<file path="src/rtl/sha1_padder.sv">
// rtl/sha1_padder.sv - packs a 64-bit big-endian byte stream into padded 512-bit SHA-1 chunks.
// Optional length-overflow detection with a DROP state: define SHA1_PADDER_LEN_CHECK_EN.
module sha1_padder #(
    parameter int LEN_W = 16
) (
    input  logic         clk,
    input  logic         areset,
    input  logic [63:0]  in_data,
    input  logic         in_valid,
    input  logic         in_last,
    input  logic [2:0]   in_bytes,
    output logic         in_ready,
    input  logic         sink_ready,
    output logic         start,
    output logic [511:0] chunk,
    output logic         chunk_first,
    output logic         chunk_last,
    output logic         len_err
);

`ifdef SHA1_PADDER_LEN_CHECK_EN
    typedef enum logic [1:0] {S_DATA, S_PAD, S_EMIT, S_DROP} state_t;
`else
    typedef enum logic [1:0] {S_DATA, S_PAD, S_EMIT} state_t;
`endif

    localparam logic [63:0] PAD80_WORD = 64'h8000_0000_0000_0000;

    state_t            state, state_next;
    logic [511:0]      chunk_r;
    logic [2:0]        widx;
    logic [LEN_W-1:0]  byte_cnt, cnt_sum;
    logic              ovf;
    logic              pad80, len_done, msg_end, first_r;
    logic [3:0]        n_bytes, add;
    logic [63:0]       data_word, pad_word, len_word;
    logic              accept;

`ifdef SHA1_PADDER_LEN_CHECK_EN
    logic              len_err_r;
    assign {ovf, cnt_sum} = {1'b0, byte_cnt} + (LEN_W+1)'(add);
    assign in_ready = ~areset & ((state == S_DATA) | (state == S_DROP));
    assign len_err  = len_err_r;
`else
    assign cnt_sum  = byte_cnt + LEN_W'(add);
    assign ovf      = 1'b0;
    assign in_ready = ~areset & (state == S_DATA);
    assign len_err  = 1'b0;
`endif

    assign accept      = in_valid & in_ready;
    assign start       = (state == S_EMIT) & sink_ready;
    assign chunk       = chunk_r;
    assign chunk_first = (state == S_EMIT) & first_r;
    assign chunk_last  = (state == S_EMIT) & len_done;

    // Last-word masking: keep counted bytes, drop 0x80 right after them, zero the rest.
    always_comb begin
        n_bytes   = (in_bytes == 3'd0) ? 4'd8 : {1'b0, in_bytes};
        add       = in_last ? n_bytes : 4'd8;
        data_word = in_data;
        if (in_last && n_bytes != 4'd8) begin
            for (int i = 0; i < 8; i++) begin
                if (4'(i) == n_bytes)
                    data_word[63-8*i -: 8] = 8'h80;
                else if (4'(i) > n_bytes)
                    data_word[63-8*i -: 8] = 8'h00;
            end
        end
        len_word = 64'(byte_cnt) << 3;
        if (widx == 3'd7)
            pad_word = pad80 ? len_word : PAD80_WORD;
        else
            pad_word = pad80 ? 64'd0 : PAD80_WORD;
    end

    always_comb begin
        state_next = state;
        case (state)
            S_DATA: begin
                if (accept) begin
`ifdef SHA1_PADDER_LEN_CHECK_EN
                    if (ovf)
                        state_next = in_last ? S_DATA : S_DROP;
                    else
`endif
                    if (widx == 3'd7)
                        state_next = S_EMIT;
                    else if (in_last)
                        state_next = S_PAD;
                end
            end
            S_PAD: begin
                if (widx == 3'd7)
                    state_next = S_EMIT;
            end
            S_EMIT: begin
                if (sink_ready)
                    state_next = (msg_end && !len_done) ? S_PAD : S_DATA;
            end
`ifdef SHA1_PADDER_LEN_CHECK_EN
            S_DROP: begin
                if (accept && in_last)
                    state_next = S_DATA;
            end
`endif
            default: state_next = S_DATA;
        endcase
    end

    always_ff @(posedge clk) begin
        if (areset) begin
            state    <= S_DATA;
            chunk_r  <= '0;
            widx     <= 3'd0;
            byte_cnt <= '0;
            pad80    <= 1'b0;
            len_done <= 1'b0;
            msg_end  <= 1'b0;
            first_r  <= 1'b1;
`ifdef SHA1_PADDER_LEN_CHECK_EN
            len_err_r <= 1'b0;
`endif
        end else begin
            state <= state_next;
`ifdef SHA1_PADDER_LEN_CHECK_EN
            len_err_r <= 1'b0;
`endif
            case (state)
                S_DATA: begin
                    if (accept) begin
                        if (ovf) begin
`ifdef SHA1_PADDER_LEN_CHECK_EN
                            len_err_r <= 1'b1;
`endif
                            widx     <= 3'd0;
                            byte_cnt <= '0;
                            pad80    <= 1'b0;
                            len_done <= 1'b0;
                            msg_end  <= 1'b0;
                            first_r  <= 1'b1;
                        end else begin
                            chunk_r[{~widx, 6'd0} +: 64] <= data_word;
                            byte_cnt <= cnt_sum;
                            widx     <= widx + 3'd1;
                            if (in_last) begin
                                msg_end <= 1'b1;
                                if (n_bytes != 4'd8)
                                    pad80 <= 1'b1;
                            end
                        end
                    end
                end
                S_PAD: begin
                    chunk_r[{~widx, 6'd0} +: 64] <= pad_word;
                    widx <= widx + 3'd1;
                    if (!pad80)
                        pad80 <= 1'b1;
                    else if (widx == 3'd7)
                        len_done <= 1'b1;
                end
                S_EMIT: begin
                    if (sink_ready) begin
                        widx    <= 3'd0;
                        first_r <= 1'b0;
                        // Message fully emitted: re-arm for the next one.
                        if (msg_end && len_done) begin
                            byte_cnt <= '0;
                            pad80    <= 1'b0;
                            len_done <= 1'b0;
                            msg_end  <= 1'b0;
                            first_r  <= 1'b1;
                        end
                    end
                end
`ifdef SHA1_PADDER_LEN_CHECK_EN
                S_DROP: begin
                    if (accept && in_last) begin
                        widx     <= 3'd0;
                        byte_cnt <= '0;
                        pad80    <= 1'b0;
                        len_done <= 1'b0;
                        msg_end  <= 1'b0;
                        first_r  <= 1'b1;
                    end
                end
`endif
                default: ;
            endcase
        end
    end

endmodule

</file>
<file path="config.mk">
export PLATFORM = sky130hd
export DESIGN_NAME = sha1_padder
export DESIGN_NICKNAME = d
export VERILOG_FILES = /design/src/rtl/sha1_padder.sv
export SDC_FILE = /design/constraint.sdc
export NUM_CORES = 1
export LEC_CHECK = 0
export CAP_MARGIN = 10
export CORE_AREA = 2 2 231 233
export CTS_CLUSTER_SIZE = 20
export DETAILED_ROUTE_END_ITERATION = 10
export DIE_AREA = 0 0 233 235
export GPL_TIMING_DRIVEN = 0
export MAX_ROUTING_LAYER = met4
export PLACE_DENSITY = 0.68
export SLEW_MARGIN = 20
export SYNTH_ARGS = -nofsm -noshare
export SYNTH_HDL_FRONTEND = slang
export SYNTH_SLANG_ARGS = --single-unit
export TNS_END_PERCENT = 20
</file>
<file path="constraint.sdc">
create_clock -name clk -period 2.8 [get_ports clk]
set_clock_uncertainty 0.15 [all_clocks]
set_input_delay 0.7 -clock clk [delete_from_list [all_inputs] [get_ports clk]]
set_output_delay 0.7 -clock clk [all_outputs]
set_load 0.05 [all_outputs]
</file>
# --- Yosys cells after proc, flatten, opt, wreduce, memory -nomap -nowiden ---
# Cells that the tools add are included.
word_totals:
  regBits: 537
  elab_cells: 120
  input_bits: 72
  output_inout_bits: 517
op_classes:
  n_shift: 3
  eq_ne: 19
  bitwise_logic: 7
  n_mux: 53
  magnitude_cmp: 8
  add_sub_neg: 3
  reduce_logical: 19
op_table:
  columns: ["operator", "n"]
  rows:
  - ["bitwise mux 512 bit", 2]
  - ["case mux 512 bit (2 select lines)", 1]
  - ["indexed part select 64 x 11 -> 512 bit", 2]
  - ["2-to-1 mux 512 bit", 1]
  - ["variable shift 64 x 11 -> 512 bit, first input constant", 1]
  - ["2-to-1 mux 64 bit", 4]
  - ["2-to-1 mux 8 bit", 16]
  - ["2-to-1 mux 16 bit", 3]
  - ["case mux 16 bit (2 select lines)", 1]
  - ["adder 16 x 4 -> 16 bit", 1]
  - ["equality test 3 x 4 -> 1 bit, first input constant", 4]
  - ["> comparator 3 x 4 -> 1 bit, first input constant", 4]
  - ["2-to-1 mux 1 bit", 11]
  - ["negation 9 -> 11 bit", 1]
  - ["2-to-1 mux 2 bit", 5]
  - ["!= test 2 bit, second input constant", 5]
  - ["AND reduction 5 bit", 2]
  - ["case mux 3 bit (3 select lines)", 1]
  - ["equality test 2 x 4 -> 1 bit, first input constant", 2]
  - ["> comparator 1 x 4 -> 1 bit, first input constant", 2]
  - ["> comparator 2 x 4 -> 1 bit, first input constant", 2]
  - ["2-to-1 mux 4 bit", 2]
  - ["AND reduction 4 bit", 2]
  - ["2-to-1 mux 3 bit", 2]
  - ["24 further kinds", 35]

# --- Depth between registers and ports, before layout ---
depth:
  ltp_word: 10
  depth_mapped: 11
  ltp_nobuf: 8

# --- Worst setup path after synthesis ---
# No wires, ideal clock.
synth_timing:
  kind: "input port to output port"
  from: "input port areset"
  to: "output port in_ready"
  setup_slack_ns: -0.352
  path_buffers: 3
  cell_stages: 4
  t_arrival_ns: 2.302
  required_time_ns: 1.950
  path_cell_list: "buf_2 -> clkbuf_1 -> clkbuf_1 -> nor3_1"
synth_between:
  elab_chain_len: 2
synth_lines:
  columns: ["element", "line", "text"]
  rows:
  - ["start, declared", "7", "input logic areset,"]
  - ["NOT 1 bit", "47", "assign in_ready = ~areset & (state == S_DATA);"]
  - ["bitwise AND 1 bit", "47", null]
  - ["end, declared", "12", "output logic in_ready,"]
# No other way between the ends.

# --- Worst setup path after layout ---
layout_timing:
  from: "input port in_last"
  to: "register chunk_r[424], in the netlist chunk[424]"
layout_between:
  elab_chain_len: 6
layout_lines:
  columns: ["element", "line", "text"]
  rows:
  - ["start, declared", "10", "input logic in_last,"]
  - ["logical AND 1 bit", "62", "if (in_last && n_bytes != 4'd8) begin"]
  - ["2-to-1 mux 64 bit", "62", null]
  - ["indexed part select 64 x 11 -> 512 bit", "143", "chunk_r[{~widx, 6'd0} +: 64] <= data_word;"]
  - ["bitwise mux 512 bit", "143", null]
  - ["2-to-1 mux 512 bit", "131", "if (accept) begin"]
  - ["case mux 512 bit (2 select lines)", "129", "case (state)"]
  - ["end signal, assigned by index", "143", null]
  - ["end signal, assigned by index", "155", "chunk_r[{~widx, 6'd0} +: 64] <= pad_word;"]
  - ["end, declared", "30", "logic [511:0] chunk_r;"]
# No other way between the ends. The select of a mux whose other input is x is not followed.
# A chain may end at the register's enable or synchronous reset.

==> impl_results.md <==
- Status: complete, but fails checks
- Failing checks: setup timing
- Worst min path class: flop to flop
- Peak VDD IR: 0.000795 V
- Post-DP HPWL: 65.5 mm
- Most instantiated library cell after synthesis: dfxtp_1
- Vias in the first global route: 18900
- Post-CTS Hold Fix Bufs: 0
- Worst-Skew Late Latency: 0.61 ns
- Die H: 235 um
- Fin worst setup slack: -0.000132 ns
- CP max FO: 10
- Initial Util: 0.371
- Die X: 233 um
- Met2 Use GR: 0.518
- Syn nets: 2287
- Buffers on Ports: 585
- Fillers: 4755
- Endpoints failing setup: 1
- Drt first pass iters: 5
- Final cell utilization of the core: 0.544
- Share of layout cells above drive strength 1: 0.0902
- Synth Cell Area: 0.0194 mm^2
- Worst Tran Pin Value: 0.941 ns
- Gr busiest metal: met2
- Largest stage delay on the critical path: 0.57 ns
- Most instantiated cells after synthesis: dfxtp_1, nand2_1, nor2_1
- Routed via count: 19700
- Largest net degree at the start of global routing: 15
- Post-synth EDFFs: 0
- Core ar.: 0.0522 mm^2
- Clock sink count: 537
- Pwr dens: 618 mW/mm^2
- Final wirelength: 87.6 mm
- Async set or reset register ratio after synthesis: 0
- Gate Count Post-Synth: 2208
- Tmin final: 2.80 ns
- Yosys top cell by area: dfxtp_1
- Area contributors post-synth: dfxtp_1, nand2_1, a22oi_1
- DIE AREA: 0.0548 mm^2
- Fin crit share: 1.00
- Average size of a mapped cell: 8.78 um^2
- # rows: 84
- #FFs+latches synth: 537
- GRT met3 Usage: 0.0789
- Area grow syn2layout: 46.7%
- # DRC: 0
- CTS Root Cell: clkbuf_16
- Relative slew slack: 0.373
- 1st-iter DRT viols: 1655
- Slew Viols, Final: 0
- Clk slew on worst S/H paths: 0.06 ns
- # IOs: 589
- RSZ-0062 raised after global routing: true
- Final hold violations: 0
- Total Power: 17600 uW
- Post-synth top flop: dfxtp_1
- Critical path's slowest cell: clkdlybuf4s50_1
- GP Congestion: 0.916
- Share of the synthesized area in the top cell type: 0.555
- Critical Path Most Common Cell: clkbuf_1
- Clock buffer count from CTS: 57
- GRT Total Usage: 0.317
- Met1 usage: 0.377
- CP startpoint kind: input pin
- Crit path required time: 3.14 ns
- Drt wl/cell: 24.3 um
- Initial antenna violation count: 7
- Total gr overflow: 0
- H-tree depth: 2
- First-pass GRT wire length: 125 mm
- Number of max-cap violations: 0
- Routed Antenna Nets: 0
- CTS tree: built
- Max Root-Sink Buffers: 3
- Pleak: 0.00992 uW
- Hold WS: 0.305 ns
- CP Capture Type: flop
- Synth cell types: 57
- Crit path DAT: 3.14 ns
- Max Clk Rate: 0.357 GHz
- Crit-path cells: clkdlybuf4s50_1 -> clkbuf_1 -> nor2b_1 -> nand2_1 -> and2_1 -> clkbuf_1 -> a22oi_1 -> nor2_1
- Vias per cell: 5.47
- Post-layout net count: 2937
- CP Class: input pin to flop
- Sequential cell area fraction in the yosys report: 0.555
- Ys Warns: 0
==> worst paths after layout <==
path	startpoint	endpoint	slack (ns)	cells after the start
setup reg to reg	widx[0]$_SDFFE_PP0P_	chunk[11]$_SDFFE_PP0P_	0.05	7
hold reg to reg	chunk[319]$_SDFFE_PP0P_	chunk[319]$_SDFFE_PP0P_	0.30	2
setup / recovery	in_last	chunk[424]$_SDFFE_PP0P_	-0.0001	8
hold / removal	chunk[319]$_SDFFE_PP0P_	chunk[319]$_SDFFE_PP0P_	0.30	2
==> registers in the layout (all words and copies together) (netlist names) <==
| name | flops |
|---|---|
| widx | 3 |
| byte_cnt | 16 |
| pad80 | 1 |
| chunk | 512 |
| msg_end | 1 |
| len_done | 1 |
| state | 2 |
| first_r | 1 |
==> metrics by stage <==
| step | setup WS (ns) | TNS (ns) | std cells | cell area [um^2] |
|---|---|---|---|---|
| final | -0.000132 | -0.000132 | 3600 | 28400 |
| after global routing | -0.0994 | -1.00 | 3600 | 28400 |
| after CTS | 0.00800 | 0 | 3592 | 28300 |
| after detailed placement | -1.10 | -341.66 | 3486 | 26200 |
| after global placement | -1.23 | -391.82 | 3481 | 26100 |
| after floorplan | 0.0119 | 0 | 2208 | 19400 |
==> logic make-up after synthesis <==
group	synth area share
AO/OA/AOI/OAI	0.196
XOR/XNOR	0.00633
adder cells (fa/ha/maj)	0.00491
buffers and inverters	0.0500
flip-flops	0.555
other	0.000193
AND/OR/NAND/NOR	0.188
==> cell type report <==
cell class                      instances  area, um^2  area share
Tap cell                              688         861      0.0303
Inverter                                3        11.3    0.000396
Buffer                                223        1030      0.0361
Clock inverter                         29         378      0.0133
Multi-Input combinational cell       1439        7840       0.276
Timing Repair Buffer                  597        5970       0.210
Antenna cell                            7        17.5    0.000616
Sequential cell                       537       10800       0.378
Clock buffer                           77        1580      0.0556
==> report_power, final <==
group	switching, uW	leakage [uW]	internal, uW	total [uW]
logic	1270	0.00464	518	1790
clock network	3250	0.000945	4700	7950
registers	80.5	0.00433	7760	7840
total	4600	0.00992	13000	17600
==> per-layer routing <==
layer	wire length [um]	up-vias
li1	-	8932
met1	34600	9640
met2	42100	940
met3	7760	162
met4	3210	0
met5	0	-
==> repair_timing <==
item | in CTS | in global routing
pin swaps | 3 | 4
endpoints found under the setup margin | 478 | 392
buffers inserted | 5 | 2
resized for setup | 73 | 35
cloned | 0 | 0
==> placed cells by master (no fill, tap or decap), types with 4 or more instances in the layout <==
| cell | synthesis | final |
|---|---|---|
| xnor2_1 | 8 | 8 |
| nand2b_1 | 5 | 5 |
| xor2_1 | 6 | 6 |
| nand3_1 | 67 | 67 |
| diode_2 | 0 | 7 |
| clkinvlp_4 | 0 | 7 |
| buf_2 | 76 | 74 |
| clkbuf_8 | 0 | 8 |
| and3_1 | 16 | 16 |
| nor3_2 | 1 | 5 |
| clkbuf_2 | 0 | 19 |
| nor2_4 | 0 | 8 |
| nand2_1 | 386 | 385 |
| buf_6 | 0 | 5 |
| or2_2 | 6 | 4 |
| bufinv_16 | 0 | 8 |
| clkbuf_1 | 149 | 126 |
| a211oi_1 | 18 | 17 |
| ha_1 | 6 | 6 |
| clkbuf_4 | 0 | 10 |
| o21ai_0 | 9 | 9 |
| a32oi_1 | 49 | 49 |
| and2_1 | 35 | 35 |
| a22oi_1 | 161 | 160 |
| clkinv_2 | 0 | 10 |
| a21oi_1 | 237 | 233 |
| clkbuf_16 | 0 | 57 |
| nor3_1 | 24 | 20 |
| clkdlybuf4s50_1 | 0 | 578 |
| dfxtp_1 | 537 | 536 |
| nand4b_1 | 4 | 4 |
| or3_1 | 6 | 5 |
| nor2b_1 | 17 | 17 |
| a22o_1 | 72 | 72 |
| nor2_1 | 267 | 258 |
| buf_4 | 1 | 13 |
==> critical path: cells and delay by family <==
family / cells / cell delay [ns]
buf+inv: 3 / 1.33
simple gates: 4 / 0.82
compound gates: 1 / 0.29
Power figures use the tool's default switching activity.
